**config.mk**
```make
export PLATFORM = sky130hd
export DESIGN_NAME = acorn_stream_sequencer_flat
export DESIGN_NICKNAME = d
export VERILOG_FILES = /design/src/rtl/acorn_stream_sequencer_if.sv /design/src/rtl/acorn_stream_sequencer.sv /design/src/flat_wrapper.sv
export SDC_FILE = /design/constraint.sdc
export NUM_CORES = 1
export LEC_CHECK = 0
export CORE_ASPECT_RATIO = 0.5
export CORE_MARGIN = 4
export CORE_UTILIZATION = 45
export DETAILED_ROUTE_END_ITERATION = 7
export PLACE_DENSITY = 0.68
export SYNTH_ARGS = -nofsm -noshare
export SYNTH_HDL_FRONTEND = slang
export SYNTH_SLANG_ARGS = --single-unit
```
**constraint.sdc**
```tcl
create_clock -name clk -period 4.4 [get_ports clk]
set_input_delay 0.88 -clock clk [delete_from_list [all_inputs] [get_ports clk]]
set_output_delay 0.88 -clock clk [all_outputs]
set_load 0.01 [all_outputs]
```
**src/rtl/acorn_stream_sequencer_if.sv**
```systemverilog
// Handshake and control bundle between acorn_stream_sequencer (slave side)
// and its word source / cipher-core sink (master side).
interface acorn_stream_sequencer_if #(
  parameter int WORD_W = 32,
  parameter int LEN_W  = 16
);
  logic              start;
  logic [LEN_W-1:0]  ad_len;
  logic [LEN_W-1:0]  msg_len;
  logic              in_valid;
  logic [WORD_W-1:0] in_data;
  logic              in_ready;
  logic              out_valid;
  logic              out_ready;
  logic              mbit_out;
  logic              ca_out;
  logic              cb_out;
  logic [1:0]        phase;
  logic              busy;
  logic              done;

  modport master (
    output start, ad_len, msg_len, in_valid, in_data, out_ready,
    input  in_ready, out_valid, mbit_out, ca_out, cb_out, phase, busy, done
  );

  modport slave (
    input  start, ad_len, msg_len, in_valid, in_data, out_ready,
    output in_ready, out_valid, mbit_out, ca_out, cb_out, phase, busy, done
  );
endinterface

```
**src/rtl/acorn_stream_sequencer.sv**
```systemverilog
// ACORN bit-stream sequencer: serialises AD and message words into mbit/ca/cb with 256-bit pads.
// Optional sticky protocol-error output enabled by defining ACORN_SEQ_ERR_EN.
module acorn_stream_sequencer #(
  parameter int WORD_W = 32,
  parameter int LEN_W  = 16
) (
  input  logic                     clk,
  input  logic                     rst,
  acorn_stream_sequencer_if.slave  sif
`ifdef ACORN_SEQ_ERR_EN
  ,
  output logic                     err
`endif
);

  localparam int IDX_W = $clog2(WORD_W);
  localparam logic [LEN_W-1:0] LEN_ONE  = {{(LEN_W-1){1'b0}}, 1'b1};
  localparam logic [LEN_W-1:0] LEN_ZERO = {LEN_W{1'b0}};
  localparam logic [IDX_W-1:0] IDX_ONE  = {{(IDX_W-1){1'b0}}, 1'b1};
  localparam logic [IDX_W-1:0] IDX_LAST = {IDX_W{1'b1}};

  typedef enum logic [2:0] {
    S_IDLE    = 3'd0,
    S_AD      = 3'd1,
    S_AD_PAD  = 3'd2,
    S_MSG     = 3'd3,
    S_MSG_PAD = 3'd4,
    S_DONE    = 3'd5
  } state_t;

  state_t            state_q, state_d;
  logic [LEN_W-1:0]  ad_len_q, ad_len_d;
  logic [LEN_W-1:0]  msg_len_q, msg_len_d;
  logic [LEN_W-1:0]  bit_cnt_q, bit_cnt_d;
  logic [7:0]        pad_cnt_q, pad_cnt_d;
  logic [IDX_W-1:0]  bit_idx_q, bit_idx_d;
  logic [WORD_W-1:0] buf0_q, buf0_d;
  logic [WORD_W-1:0] buf1_q, buf1_d;
  logic [1:0]        fill_q, fill_d;

  logic              data_st_s;
  logic              in_ready_s;
  logic              out_valid_s;
  logic              pop_s;
  logic              push_s;
  logic              last_bit_s;
  logic              mbit_s, ca_s, cb_s;
  logic              start_s;
  logic [LEN_W-1:0]  cur_len_s;
  logic [1:0]        fill_pop_s;
  logic [1:0]        phase_s;

  // FSM next state, counters and bit outputs
  always_comb begin
    state_d     = state_q;
    ad_len_d    = ad_len_q;
    msg_len_d   = msg_len_q;
    bit_cnt_d   = bit_cnt_q;
    pad_cnt_d   = pad_cnt_q;
    bit_idx_d   = bit_idx_q;
    out_valid_s = 1'b0;
    mbit_s      = 1'b0;
    ca_s        = 1'b0;
    cb_s        = 1'b0;
    pop_s       = 1'b0;
    phase_s     = 2'd0;
    start_s     = 1'b0;
    data_st_s   = (state_q == S_AD) || (state_q == S_MSG);
    cur_len_s   = (state_q == S_AD) ? ad_len_q : msg_len_q;
    last_bit_s  = (bit_cnt_q == (cur_len_s - LEN_ONE));
    in_ready_s  = data_st_s && (fill_q != 2'd2);

    case (state_q)
      S_IDLE: begin
        if (sif.start) begin
          start_s   = 1'b1;
          ad_len_d  = sif.ad_len;
          msg_len_d = sif.msg_len;
          bit_cnt_d = LEN_ZERO;
          pad_cnt_d = 8'd0;
          bit_idx_d = {IDX_W{1'b0}};
          state_d   = (sif.ad_len == LEN_ZERO) ? S_AD_PAD : S_AD;
        end else begin
          state_d = S_IDLE;
        end
      end
      S_AD, S_MSG: begin
        phase_s     = (state_q == S_AD) ? 2'd1 : 2'd2;
        out_valid_s = (fill_q != 2'd0);
        if (out_valid_s) begin
          mbit_s = buf0_q[bit_idx_q];
          ca_s   = 1'b1;
          cb_s   = (state_q == S_AD);
        end else begin
          mbit_s = 1'b0;
        end
        // A phase's final bit also drops the rest of its word
        if (out_valid_s && sif.out_ready) begin
          pop_s     = last_bit_s || (bit_idx_q == IDX_LAST);
          bit_idx_d = pop_s ? {IDX_W{1'b0}} : (bit_idx_q + IDX_ONE);
          if (last_bit_s) begin
            bit_cnt_d = LEN_ZERO;
            state_d   = (state_q == S_AD) ? S_AD_PAD : S_MSG_PAD;
          end else begin
            bit_cnt_d = bit_cnt_q + LEN_ONE;
          end
        end else begin
          pop_s = 1'b0;
        end
      end
      S_AD_PAD, S_MSG_PAD: begin
        phase_s     = (state_q == S_AD_PAD) ? 2'd1 : 2'd2;
        out_valid_s = 1'b1;
        mbit_s      = (pad_cnt_q == 8'd0);
        ca_s        = ~pad_cnt_q[7];
        cb_s        = (state_q == S_AD_PAD);
        if (sif.out_ready) begin
          pad_cnt_d = pad_cnt_q + 8'd1;
          if (pad_cnt_q == 8'd255) begin
            if (state_q == S_MSG_PAD) begin
              state_d = S_DONE;
            end else begin
              state_d = (msg_len_q == LEN_ZERO) ? S_MSG_PAD : S_MSG;
            end
          end else begin
            state_d = state_q;
          end
        end else begin
          pad_cnt_d = pad_cnt_q;
        end
      end
      S_DONE: begin
        phase_s = 2'd3;
        state_d = S_IDLE;
      end
      default: begin
        state_d = S_IDLE;
      end
    endcase
  end

  // Two-entry word buffer: pop shifts next into current, push fills first free slot
  always_comb begin
    push_s     = sif.in_valid && in_ready_s;
    fill_pop_s = fill_q - {1'b0, pop_s};
    buf0_d     = pop_s ? buf1_q : buf0_q;
    buf1_d     = buf1_q;
    if (push_s) begin
      if (fill_pop_s == 2'd0) begin
        buf0_d = sif.in_data;
      end else begin
        buf1_d = sif.in_data;
      end
    end else begin
      buf1_d = buf1_q;
    end
    if (start_s) begin
      fill_d = 2'd0;
    end else begin
      fill_d = fill_pop_s + {1'b0, push_s};
    end
  end

  // FSM state register
  always_ff @(posedge clk or posedge rst) begin
    if (rst) begin
      state_q <= S_IDLE;
    end else begin
      state_q <= state_d;
    end
  end

  // Datapath registers
  always_ff @(posedge clk or posedge rst) begin
    if (rst) begin
      ad_len_q  <= LEN_ZERO;
      msg_len_q <= LEN_ZERO;
      bit_cnt_q <= LEN_ZERO;
      pad_cnt_q <= 8'd0;
      bit_idx_q <= {IDX_W{1'b0}};
      buf0_q    <= {WORD_W{1'b0}};
      buf1_q    <= {WORD_W{1'b0}};
      fill_q    <= 2'd0;
    end else begin
      ad_len_q  <= ad_len_d;
      msg_len_q <= msg_len_d;
      bit_cnt_q <= bit_cnt_d;
      pad_cnt_q <= pad_cnt_d;
      bit_idx_q <= bit_idx_d;
      buf0_q    <= buf0_d;
      buf1_q    <= buf1_d;
      fill_q    <= fill_d;
    end
  end

  assign sif.in_ready  = in_ready_s;
  assign sif.out_valid = out_valid_s;
  assign sif.mbit_out  = mbit_s;
  assign sif.ca_out    = ca_s;
  assign sif.cb_out    = cb_s;
  assign sif.phase     = phase_s;
  assign sif.busy      = (state_q != S_IDLE);
  assign sif.done      = (state_q == S_DONE);

`ifdef ACORN_SEQ_ERR_EN
  logic err_q;

  // Sticky protocol error: start while busy, or a word offered when it cannot be taken
  always_ff @(posedge clk or posedge rst) begin
    if (rst) begin
      err_q <= 1'b0;
    end else if ((sif.start && (state_q != S_IDLE)) ||
                 (sif.in_valid && !in_ready_s && data_st_s)) begin
      err_q <= 1'b1;
    end else begin
      err_q <= err_q;
    end
  end

  assign err = err_q;
`endif

endmodule

```
**src/flat_wrapper.sv**
```systemverilog
// flat-port wrapper written by rule: the top's interface ports become plain ports
module acorn_stream_sequencer_flat 
#(
  parameter int WORD_W = 32,
  parameter int LEN_W  = 16
)
  (clk, rst, sif_start, sif_ad_len, sif_msg_len, sif_in_valid, sif_in_data, sif_out_ready, sif_in_ready, sif_out_valid, sif_mbit_out, sif_ca_out, sif_cb_out, sif_phase, sif_busy, sif_done);
  acorn_stream_sequencer_if #(.WORD_W(WORD_W), .LEN_W(LEN_W)) sif_i ();
  input  logic clk;
  input  logic rst;
  input wire logic [$bits(sif_i.start)-1:0] sif_start;
  input wire logic [$bits(sif_i.ad_len)-1:0] sif_ad_len;
  input wire logic [$bits(sif_i.msg_len)-1:0] sif_msg_len;
  input wire logic [$bits(sif_i.in_valid)-1:0] sif_in_valid;
  input wire logic [$bits(sif_i.in_data)-1:0] sif_in_data;
  input wire logic [$bits(sif_i.out_ready)-1:0] sif_out_ready;
  output wire logic [$bits(sif_i.in_ready)-1:0] sif_in_ready;
  output wire logic [$bits(sif_i.out_valid)-1:0] sif_out_valid;
  output wire logic [$bits(sif_i.mbit_out)-1:0] sif_mbit_out;
  output wire logic [$bits(sif_i.ca_out)-1:0] sif_ca_out;
  output wire logic [$bits(sif_i.cb_out)-1:0] sif_cb_out;
  output wire logic [$bits(sif_i.phase)-1:0] sif_phase;
  output wire logic [$bits(sif_i.busy)-1:0] sif_busy;
  output wire logic [$bits(sif_i.done)-1:0] sif_done;
  assign sif_i.start = sif_start;
  assign sif_i.ad_len = sif_ad_len;
  assign sif_i.msg_len = sif_msg_len;
  assign sif_i.in_valid = sif_in_valid;
  assign sif_i.in_data = sif_in_data;
  assign sif_i.out_ready = sif_out_ready;
  assign sif_in_ready = sif_i.in_ready;
  assign sif_out_valid = sif_i.out_valid;
  assign sif_mbit_out = sif_i.mbit_out;
  assign sif_ca_out = sif_i.ca_out;
  assign sif_cb_out = sif_i.cb_out;
  assign sif_phase = sif_i.phase;
  assign sif_busy = sif_i.busy;
  assign sif_done = sif_i.done;
  acorn_stream_sequencer #(.WORD_W(WORD_W), .LEN_W(LEN_W)) u_core (.clk(clk), .rst(rst), .sif(sif_i));
endmodule
```
==> results.ini, run 1 <==
[status]
status = finished, final reports clean

[hold_path]
hp-class = reg2reg
holdPathStages = 2
worstHoldEndpoint = u_core.ad_len_q[15]$_DFFE_PP0P_
min_from = u_core.ad_len_q[15]$_DFFE_PP0P_

[global_routing]
grt_usage_pct = 21.49
grt_first_pass_wirelength_um = 35350
grt_pass1_vias = 6980
gr-total-overflow = 0
grt_max_degree = 78
antenna_found_initial = 0

[clocking]
cts.path.max_buffers = 2
post_cts_buffers = 0
cts_buffers = 17
clk_pin_slew_ns = 0.06
cts-htree-levels = 4
clkLatencyLatePin_ns = 0.43
root_buffer = clkbuf_16
cts.sinks = 130
cts_tree = built

[power]
clkPwrFrac_pct = 22.8
p_int_mw = 4.234
switching_share_pct = 40.31
p_per_area_nw_per_um2 = 714.8
power.total_mw = 7.094
p_leak_nw = 3.999
combinationalPowerShare_pct = 43.9
pwr-share-seq_pct = 33.3
p_sw_mw = 2.859
vdd_drop_max_v = 0.0004123

[logic_synthesis]
synth_top_cell_area_share_pct = 40.12
synth_area_leaders = dfrtp_1 (40%), nor3_1 (6.4%), nand2_1 (6.3%)
synth.yosys.warnings = 0
synth-seq-cells = 130
netlist_area_um2 = 8109
synth_cells = 918
yosys_most_used_dff = dfrtp_1
synth_seq_area_share_pct = 40.12
yosys.area.top_type = dfrtp_1
synth_area_per_cell_um2 = 8.833
synthArstFlopShare_pct = 100.0
synth_edf_count = 0
synth_nets = 995
ys_types = 61

[worst_setup_path]
r2r_slack_ns = 0.29
critPathArrivalTime_ns = 4.41
crit_type = reg2reg
startpoint_type = register
worstPathRequired_ns = 4.70
critical_path_cell_count = 19
critPathMostFrequentCell = nor2_1
critPathCaptureType = register
cp_cell_sequence = or3b_4 > mux2i_2 > ha_2 > nand3_1 > o22ai_2 > or4bb_1 > a22oi_2 > and3_2 > nor2_1 > nor2_1 > ha_1 > inv_1 > nor2_1 > nand2_1 > nor2_4 > or2_4 > buf_12 > nor3_1 > nor3_1
worstRegToRegCells = 19
crit_fanout = 14
critPathSlowestCell = or4bb_1
cp_num_buf_inv = 2
crit_family = simple AND/OR/NAND/NOR gates
rr_startpoint = u_core.state_q[1]$_DFFE_PP0P_
slowest_delay_ns = 0.53
timing.rr.end = u_core.buf0_q[4]$_DFF_PP0_

[routing]
num_vias = 7068
ant_nets = 0
drc = 0
drt_iter0_drc = 353
vias_per_cell = 5.813
firstDrtPassIters = 5
routedWlPerCell_um = 17.68
routed_wl_um = 21500

[final_layout]
antennaDiodeCount = 0
stdcell_area_um2 = 9923
areaGrowthSynthToFinish_pct = 22.37
nets = 1047
drive_above_1_share_pct = 18.94
final_core_util_pct = 56.62
fill_cells = 1559

[timing]
hold_viol = 0
fin_worst_skew_ns = 0.01143
setup_viol = 0
max_slew_margin_pct = 39.91
fin_hold_ws_ns = 0.5002
post-route-period-util_pct = 93.37
rsz0062_at_grt = no
tightest_slew_ns = 0.9013
drv_slew = 0
finalSetupTns_ns = 0
min_period_ns = 4.108
fmaxAchievable_mhz = 243.4

[placed_design]
portBuffers = 77
placed_cell_area_um2 = 9219
dp_hpwl_um = 14300
gp_congestion = 0.8964

[floorplan]
ios = 78
std_cell_rows = 34
dieArea_um2 = 20360
die_width_um = 197.8
start_util_pct = 46.27
die_h_um = 102.9
core_um2 = 17530

[run]
maxCapViolations = 0

[flip-flops by register name (all words and copies together), names as in the netlist, 3 cells and up]
register / flops
u_core.pad_cnt_q: 8
u_core.bit_idx_q: 5
u_core.buf0_q: 32
u_core.state_q: 3
u_core.buf1_q: 32
u_core.bit_cnt_q: 16
u_core.msg_len_q: 16
u_core.ad_len_q: 16
[power groups by stage]
stage | Clock, mW | Sequential [mW] | Combinational (mW)
after CTS | 1.64 | 2.35 | 3.09
after floorplan | 0 | 2.06 | 2.46
after global placement | 0 | 2.34 | 2.98
final | 1.62 | 2.36 | 3.12
after detailed placement | 0 | 2.36 | 3.06
after global routing | 1.69 | 2.43 | 3.47
[cells by family after synthesis]
logic type,share of synthesized area [%]
AOI/OAI and AO/OA,8.394
xor gates and xnor gates,3.240
adders and majority gates,1.358
buffers and inverters,4.722
DFF,40.12
muxes,9.165
and+or+nand+nor,33.00
[worst register-to-register path: stages, from the launching register on]
cell and delay [ns]:
dfrtp_1 0.38, or3b_4 0.44, mux2i_2 0.22, ha_2 0.23, nand3_1 0.08, o22ai_2 0.18
or4bb_1 0.53, a22oi_2 0.26, and3_2 0.23, nor2_1 0.04, nor2_1 0.10, ha_1 0.24
inv_1 0.10, nor2_1 0.05, nand2_1 0.13, nor2_4 0.06, or2_4 0.30, buf_12 0.17
nor3_1 0.17, nor3_1 0.09
[cell usage in the layout (no fill, tap or decap), types with 5 or more instances in the layout]
| cell type | n |
|---|---|
| nand2b_1 | 11 |
| nor2_1 | 68 |
| nor4_1 | 16 |
| mux2i_1 | 26 |
| nand2_1 | 137 |
| nand3_1 | 22 |
| nor3_1 | 81 |
| inv_1 | 10 |
| or4_1 | 5 |
| xnor2_1 | 14 |
| nor3_2 | 69 |
| buf_12 | 6 |
| clkbuf_16 | 17 |
| o21ai_0 | 22 |
| dfrtp_1 | 130 |
| nor3b_1 | 33 |
| clkdlybuf4s50_1 | 77 |
| and3_1 | 6 |
| ha_1 | 7 |
| mux2_2 | 34 |
| a21oi_1 | 46 |
| buf_4 | 19 |
| o31ai_1 | 5 |
| bufinv_16 | 6 |
| or3_1 | 8 |
| nand4_1 | 11 |
| xor2_1 | 16 |
[cells in the mapped netlist, types with 16 or more instances]
cell      count
nor4_1       16
mux2i_1      27
dfrtp_1     130
nor3_2       46
xor2_1       16
nor2_1       71
nand2_1     137
nand3_1      23
clkbuf_1     42
nor3b_1      33
mux2_2       34
nor3_1      104
o21ai_0      22
a21oi_1      46
[how the worst max path moves through the flow]
stage                                        startpoint                     endpoint  slack [ns]
after global routing      u_core.state_q[1]$_DFFE_PP0P_   u_core.buf0_q[1]$_DFF_PP0_      0.0004
after global placement    u_core.state_q[1]$_DFFE_PP0P_  u_core.buf0_q[20]$_DFF_PP0_        0.19
after detailed placement  u_core.state_q[1]$_DFFE_PP0P_  u_core.buf0_q[16]$_DFF_PP0_        0.05
after CTS                 u_core.state_q[1]$_DFFE_PP0P_   u_core.buf0_q[3]$_DFF_PP0_       0.004
final                     u_core.state_q[1]$_DFFE_PP0P_   u_core.buf0_q[4]$_DFF_PP0_        0.29
after floorplan           u_core.state_q[1]$_DFFE_PP0P_  u_core.buf0_q[10]$_DFF_PP0_       0.003
[area by class of cell]
class / count / area [um^2] / share of cell area, %
multi-input combinational: 708 / 4644 / 46.80
sequential: 130 / 3253 / 32.78
timing repair buffer: 102 / 1033 / 10.41
clock buffer: 20 / 446.7 / 4.501
tap: 234 / 292.8 / 2.950
clock inverter: 11 / 209.0 / 2.106
inverter: 11 / 43.79 / 0.4413
[metal layers]
metal  GRT usage, %  vias up  wire [um]
met5              0        -          0
met4          5.923        0        297
met3          4.081       27        818
met2          36.78      126      10340
met1          28.38     3542      10050
li1               -     3373          -
[repair_timing]
action,in CTS,in global routing
endpoints found under the setup margin,0,32
hold buffers,0,0
resized for setup,0,13
endpoints found under the hold margin,0,0
[through the flow]
step,cells,worst slack (ns)
floorplan,918,0.003492
global placement,1185,0.1882
detailed placement,1185,0.05119
CTS,1216,0.004382
global route,1216,0.0003690
finish,1216,0.2916
Note: power is estimated with default switching activity, not from simulation.
==> run 2: changes to the inputs <==
PLACE_DENSITY = 0.65   (was 0.68)
clock period = 4.25 ns   (was 4.4 ns; I/O delays follow)
==> results.ini, run 2 (synthesis results as in run 1) <==
[global_routing]
antenna_found_initial = 0  ; unchanged
grt_first_pass_wirelength_um = 35680  ; +0.94%
grt_usage_pct = 21.72  ; +0.23 points
grt_pass1_vias = 6969  ; -0.16%
grt_max_degree = 77  ; -1.3%
gr-total-overflow = 0  ; unchanged

[timing]
post-route-period-util_pct = 96.39  ; +3.0 points
max_slew_margin_pct = 34.29  ; -5.6 points
drv_slew = 0  ; unchanged
setup_viol = 0  ; unchanged
fmaxAchievable_mhz = 244.1  ; +0.29%
setup_slack_ns = 0.1533  ; -0.1382 ns
fin_worst_skew_ns = 0.01477  ; +0.003346 ns
min_period_ns = 4.097  ; -0.01178 ns
finalSetupTns_ns = 0  ; unchanged
tightest_slew_ns = 0.9820  ; +0.08074 ns
hold_viol = 0  ; unchanged

[final_layout]
fill_cells = 1551  ; -0.51%
stdcell_area_um2 = 10140  ; +2.1%
areaGrowthSynthToFinish_pct = 25.00
antennaDiodeCount = 0  ; unchanged
seq_area_um2 = 3253  ; unchanged
largest_registers = u_core.buf0_q: 32 flops, u_core.buf1_q: 32 flops
nets = 1064  ; +1.6%
final_cell_mix = nand2_1 (136), dfrtp_1 (130), nor3_1 (79), clkdlybuf4s50_1 (77), nor2_1 (68)
final_common_cell = nand2_1
multi_input_area_um2 = 4760  ; +2.5%
drive_above_1_share_pct = 21.02  ; +2.1 points

[routing]
num_vias = 7173  ; +1.5%
routedWlPerCell_um = 18.26  ; +3.3%
drt_iter0_drc = 549  ; +56%
firstDrtPassIters = 5  ; unchanged
top_layer_used = met4
wl_met3_um = 929  ; +14%
wl_met1_um = 10480  ; +4.3%
ant_nets = 0  ; unchanged
drc = 0  ; unchanged
vias_per_cell = 5.818  ; about the same
routed_wl_um = 22520  ; +4.7%
met2_length_um = 10690  ; +3.4%

[clocking]
cts-htree-levels = 4  ; unchanged
cts_tree = built
cts.sinks = 130  ; unchanged
root_buffer = clkbuf_16
cts.path.max_buffers = 2  ; unchanged
cts_buffers = 17  ; unchanged
clkLatencyLatePin_ns = 0.43  ; about the same
clk_pin_slew_ns = 0.06  ; about the same
hold_buffers = 0  ; unchanged

[worst_setup_path]
cp_num_buf_inv = 3  ; +1
timing.rr.end = u_core.buf0_q[6]$_DFF_PP0_
critPathMostFrequentCell = nor2_1
r2r_slack_ns = 0.15  ; -0.14 ns
cp-startpoint = u_core.state_q[1]$_DFFE_PP0P_
worstRegToRegCells = 22  ; +3
crit_family = simple AND/OR/NAND/NOR gates
critPathCaptureType = register
critPathSlowestCell = or3b_4
startpoint_type = register
slowest_delay_ns = 0.46  ; -0.07 ns
worstPathRequired_ns = 4.56  ; -0.14 ns
cp_cell_sequence = or3b_4 > mux2i_4 > ha_4 > xor2_2 > nand2_1 > mux2i_1 > nor4b_4 > nand4_1 > nor3_2 > and3_4 > nor2_1 > nor2_1 > ha_1 > inv_2 > nor2_1 > nand2_2 > nor2_4 > buf_12 > or2_4 > buf_4 > nor3_1 > nor3_1
crit_type = reg2reg
rr_startpoint = u_core.state_q[1]$_DFFE_PP0P_
crit_fanout = 5  ; -9
critPathArrivalTime_ns = 4.40  ; about the same

[power]
switching_share_pct = 41.25  ; +0.94 points
p_sw_mw = 3.074  ; +7.5%
p_per_area_nw_per_um2 = 735.3  ; +2.9%
clkPwrFrac_pct = 20.0  ; -2.8 points
combinationalPowerShare_pct = 47.6  ; +3.7 points
vdd_drop_max_v = 0.0004149  ; +0.64%
pwr-share-seq_pct = 32.3  ; -1.0 points
p_leak_nw = 4.075  ; +1.9%
p_int_mw = 4.379  ; +3.4%

[hold_path]
min_from = u_core.ad_len_q[15]$_DFFE_PP0P_
holdPathStages = 2  ; unchanged
hp-class = reg2reg
worstHoldEndpoint = u_core.ad_len_q[15]$_DFFE_PP0P_

[floorplan]
ios = 78  ; unchanged
dieArea_um2 = 20360  ; unchanged
die_width_um = 197.8  ; unchanged
core_um2 = 17530  ; unchanged
start_util_pct = 46.27  ; unchanged
std_cell_rows = 34  ; unchanged
die_h_um = 102.9  ; unchanged

[placed_design]
place_ws_ns = -0.04796  ; -0.09915 ns
portBuffers = 77  ; unchanged
placed_cell_area_um2 = 9259  ; +0.43%
gp_congestion = 0.9126  ; +1.8%
dp_hpwl_um = 14200  ; -0.66%

[run]
maxCapViolations = 0  ; unchanged

[status]
status = finished, final reports clean

-- run 2: cell types whose count changed in the layout (fill, tap and decap cells not counted), moves of 3 or more --
cell	before	now
clkinvlp_4	0	4
buf_4	19	29
nor3_4	0	6
nor3_2	69	65
bufinv_16	6	3
-- run 2: final cells by class --
type / instances / area share (%)
timing repair buffer: 117 / 11.85
clock buffer: 20 / 4.407
inverter: 11 / 0.4444
sequential: 130 / 32.09
clock inverter: 11 / 1.358
tap: 234 / 2.889
multi-input combinational: 710 / 46.96
-- run 2: worst max-delay path by stage --
stage	to	slack, ns	depth (start not counted)
global placement	u_core.buf0_q[15]$_DFF_PP0_	0.17	20
floorplan	u_core.buf0_q[15]$_DFF_PP0_	0.004	25
global route	u_core.buf0_q[22]$_DFF_PP0_	-0.03	22
finish	u_core.buf0_q[6]$_DFF_PP0_	0.15	22
CTS	u_core.buf0_q[21]$_DFF_PP0_	0.002	21
detailed placement	u_core.buf0_q[7]$_DFF_PP0_	-0.05	20
-- run 2: per-layer routing --
metal,up-vias,global-route usage [%]
li1,3396,-
met1,3569,28.80
met2,166,37.04
met3,42,4.048
met4,0,6.081
met5,-,0
-- run 2: power by group through the flow --
stage | Combinational, mW | Clock (mW) | Sequential, mW
3_3_place_gp | 3.15 | 0 | 2.38
3_5_place_dp | 3.25 | 0 | 2.40
4_1_cts | 3.29 | 1.52 | 2.38
5_1_grt | 3.90 | 1.56 | 2.48
6_report | 3.55 | 1.49 | 2.41
2_1_floorplan | 2.59 | 0 | 2.13
-- run 2: through the flow --
| step | util, % | instances | power [mW] | hold WS [ns] |
|---|---|---|---|---|
| after floorplan | - | 918 | 4.724 | 0.4454 |
| after global placement | 52.83 | 1188 | 5.534 | 0.4665 |
| after detailed placement | 52.83 | 1188 | 5.649 | 0.4666 |
| after CTS | 56.23 | 1220 | 7.188 | 0.4796 |
| after global routing | 57.83 | 1233 | 7.943 | 0.4994 |
| final | 57.83 | 1233 | 7.453 | 0.4795 |
-- run 2: worst register-to-register path: stages, from the launching register on --
cell,delay [ns]
dfrtp_1,0.42
or3b_4,0.47
mux2i_4,0.21
ha_4,0.29
xor2_2,0.14
nand2_1,0.07
mux2i_1,0.14
nor4b_4,0.24
nand4_1,0.17
nor3_2,0.16
and3_4,0.22
nor2_1,0.04
nor2_1,0.09
ha_1,0.24
inv_2,0.08
nor2_1,0.05
nand2_2,0.10
nor2_4,0.06
buf_12,0.17
or2_4,0.25
buf_4,0.17
nor3_1,0.13
nor3_1,0.07
-- run 2: repair_timing --
| action | in CTS | in global routing |
|---|---|---|
| pin swaps | 0 | 6 |
| gates resized for setup | 2 | 22 |
| gates cloned | 1 | 4 |
| setup buffers | 0 | 9 |
| endpoints found under the setup margin | 28 | 32 |
==> run 3: changes to the inputs <==
CORE_MARGIN = 3   (was 4)
==> results.ini, run 3 (synthesis results as in run 1) <==
[hold_path]
min_from = u_core.ad_len_q[14]$_DFFE_PP0P_
hp-class = reg2reg
worstHoldEndpoint = u_core.ad_len_q[14]$_DFFE_PP0P_
holdPathStages = 2  ; unchanged

[worst_setup_path]
cp_cell_sequence = or3b_4 > mux2i_4 > ha_2 > xor2_1 > nand2b_1 > mux2i_2 > nor4b_4 > nand4_1 > nor3_2 > and3_4 > nor2_4 > nor2_2 > ha_1 > inv_2 > nor2_2 > nand2_2 > nor2_4 > buf_12 > or2_4 > buf_12 > nor3_2 > nor3_2
startpoint_type = register
slowest_delay_ns = 0.44  ; -0.02 ns
crit_fanout = 6  ; +1
critical_path_cell_count = 22  ; unchanged
timing.rr.end = u_core.buf0_q[25]$_DFF_PP0_
crit_family = simple AND/OR/NAND/NOR gates
r2r_slack_ns = 0.09  ; -0.06 ns
crit_type = reg2reg
critPathCaptureType = register
critPathMostFrequentCell = nor3_2
critPathSlowestCell = or3b_4
rr_startpoint = u_core.state_q[1]$_DFFE_PP0P_
critPathArrivalTime_ns = 4.47  ; +0.07 ns
worstPathRequired_ns = 4.56  ; about the same
worstRegToRegCells = 22  ; unchanged
cp_num_buf_inv = 3  ; unchanged

[timing]
fmaxAchievable_mhz = 240.4  ; -1.5%
fin_worst_skew_ns = 0.01035  ; -0.004425 ns
drv_slew = 0  ; unchanged
hold_viol = 0  ; unchanged
rsz0062_at_grt = yes
fin_hold_ws_ns = 0.5053  ; +0.02580 ns
min_period_ns = 4.159  ; +0.06250 ns
finalSetupTns_ns = 0  ; unchanged
max_slew_margin_pct = 32.36  ; -1.9 points
post-route-period-util_pct = 97.86  ; +1.5 points
tightest_slew_ns = 1.011  ; +0.02879 ns
setup_viol = 0  ; unchanged
setup_slack_ns = 0.09085  ; -0.06250 ns

[power]
combinationalPowerShare_pct = 47.8  ; +0.2 points
clkPwrFrac_pct = 19.5  ; -0.5 points
vdd_drop_max_v = 0.0003488  ; -16%
switching_share_pct = 41.55  ; +0.30 points
p_leak_nw = 4.122  ; +1.1%
p_per_area_nw_per_um2 = 727.6  ; -1.0%
pwr-share-seq_pct = 32.7  ; +0.4 points
p_int_mw = 4.347  ; -0.72%
p_sw_mw = 3.090  ; +0.54%

[floorplan]
start_util_pct = 46.27  ; unchanged
dieArea_um2 = 19760  ; -2.9%
die_h_um = 100.9  ; -1.9%
ios = 78  ; unchanged
core_um2 = 17530  ; unchanged
die_width_um = 195.8  ; -1.0%
std_cell_rows = 34  ; unchanged

[final_layout]
final_cell_mix = nand2_1 (136), dfrtp_1 (130), clkdlybuf4s50_1 (77), nor3_1 (69), nor3_2 (66)
antennaDiodeCount = 0  ; unchanged
nets = 1068  ; +0.38%
largest_registers = u_core.buf0_q: 32 flops, u_core.buf1_q: 32 flops
stdcell_count = 1236  ; +0.24%
stdcell_area_um2 = 10220  ; +0.85%
fill_cells = 1561  ; +0.64%
drive_above_1_share_pct = 22.55  ; +1.5 points
seq_area_um2 = 3253  ; unchanged
final_common_cell = nand2_1
multi_input_area_um2 = 4851  ; +1.9%
areaGrowthSynthToFinish_pct = 26.06

[routing]
routed_wl_um = 22350  ; -0.72%
vias_per_cell = 5.820  ; about the same
drc = 0  ; unchanged
drt_iter0_drc = 529  ; -3.6%
ant_nets = 0  ; unchanged
firstDrtPassIters = 6  ; +1
routedWlPerCell_um = 18.09  ; -0.96%
num_vias = 7194  ; +0.29%

[status]
status = finished, final reports clean

[run]
maxCapViolations = 0  ; unchanged

[global_routing]
grt_pass1_vias = 7027  ; +0.83%
grt_max_degree = 53  ; -31%
antenna_found_initial = 0  ; unchanged
grt_first_pass_wirelength_um = 36040  ; +1.0%
grt_usage_pct = 22.41  ; +0.69 points
gr-total-overflow = 0  ; unchanged

[placed_design]
place_ws_ns = -0.1307  ; -0.08269 ns
placed_cell_area_um2 = 9241  ; -0.19%
place_inst = 1189  ; +0.084%
gp_congestion = 0.8657  ; -5.1%
dp_hpwl_um = 14260  ; +0.36%
portBuffers = 77  ; unchanged

[clocking]
clk_pin_slew_ns = 0.06  ; about the same
cts_tree = built
cts_buffers = 17  ; unchanged
cts.path.max_buffers = 2  ; unchanged
clkLatencyLatePin_ns = 0.42  ; about the same
cts-htree-levels = 4  ; unchanged
cts.sinks = 130  ; unchanged
root_buffer = clkbuf_16

[run 3: changes by cell type in the layout (fill, tap and decap cells not counted), sizes merged]
cell      change
buf           +5
bufinv        -1
clkbuf        -1
clkinv        +1
clkinvlp      -2
inv           +1
[run 3: power by group through the flow]
stage	registers [mW]	clock network, mW	logic, mW
floorplan	2.13	0	2.59
global placement	2.39	0	3.12
detailed placement	2.41	0	3.20
CTS	2.40	1.46	3.26
global route	2.50	1.52	3.92
finish	2.43	1.45	3.55
[run 3: through the flow]
stage,utilization [%],power [mW]
2_1_floorplan,-,4.724
6_report,58.32,7.438
3_3_place_gp,52.73,5.514
4_1_cts,56.15,7.128
3_5_place_dp,52.73,5.611
5_1_grt,58.32,7.938
[run 3: worst max path at each step]
stage                                             start                     endpoint
final                     u_core.state_q[1]$_DFFE_PP0P_  u_core.buf0_q[25]$_DFF_PP0_
after global routing      u_core.state_q[1]$_DFFE_PP0P_  u_core.buf0_q[20]$_DFF_PP0_
after CTS                 u_core.state_q[1]$_DFFE_PP0P_  u_core.buf0_q[10]$_DFF_PP0_
after detailed placement  u_core.state_q[1]$_DFFE_PP0P_  u_core.buf0_q[27]$_DFF_PP0_
after global placement    u_core.state_q[1]$_DFFE_PP0P_  u_core.buf0_q[23]$_DFF_PP0_
after floorplan           u_core.state_q[2]$_DFFE_PP0P_  u_core.buf0_q[15]$_DFF_PP0_
[run 3: worst register-to-register path, stage by stage (launching register included)]
cell      delay (ns)
dfrtp_1         0.38
or3b_4          0.44
mux2i_4         0.21
ha_2            0.33
xor2_1          0.18
nand2b_1        0.09
mux2i_2         0.19
nor4b_4         0.24
nand4_1         0.14
nor3_2          0.16
and3_4          0.24
nor2_4          0.03
nor2_2          0.09
ha_1            0.23
inv_2           0.09
nor2_2          0.04
nand2_2         0.10
nor2_4          0.06
buf_12          0.15
or2_4           0.28
buf_12          0.16
nor3_2          0.14
nor3_2          0.07
[run 3: final cells by class]
type / count / area share, %
multi-input combinational: 710 / 47.45
sequential: 130 / 31.82
timing repair buffer: 121 / 11.87
clock buffer: 20 / 4.468
tap: 234 / 2.864
clock inverter: 10 / 1.077
inverter: 11 / 0.4406
[run 3: per-layer routing]
layer	vias up	wire [um]	track usage (%)
li1	3421	-	-
met1	3561	10410	30.78
met2	184	10750	37.97
met3	28	922	3.539
met4	0	275	4.652
met5	-	0	0
[run 3: what timing repair did]
item	CTS	global route
hold buffers	0	0
gates cloned	1	2
setup buffers	1	13
gates resized for setup	6	42
setup endpoints to repair	32	32
pin swaps	0	17
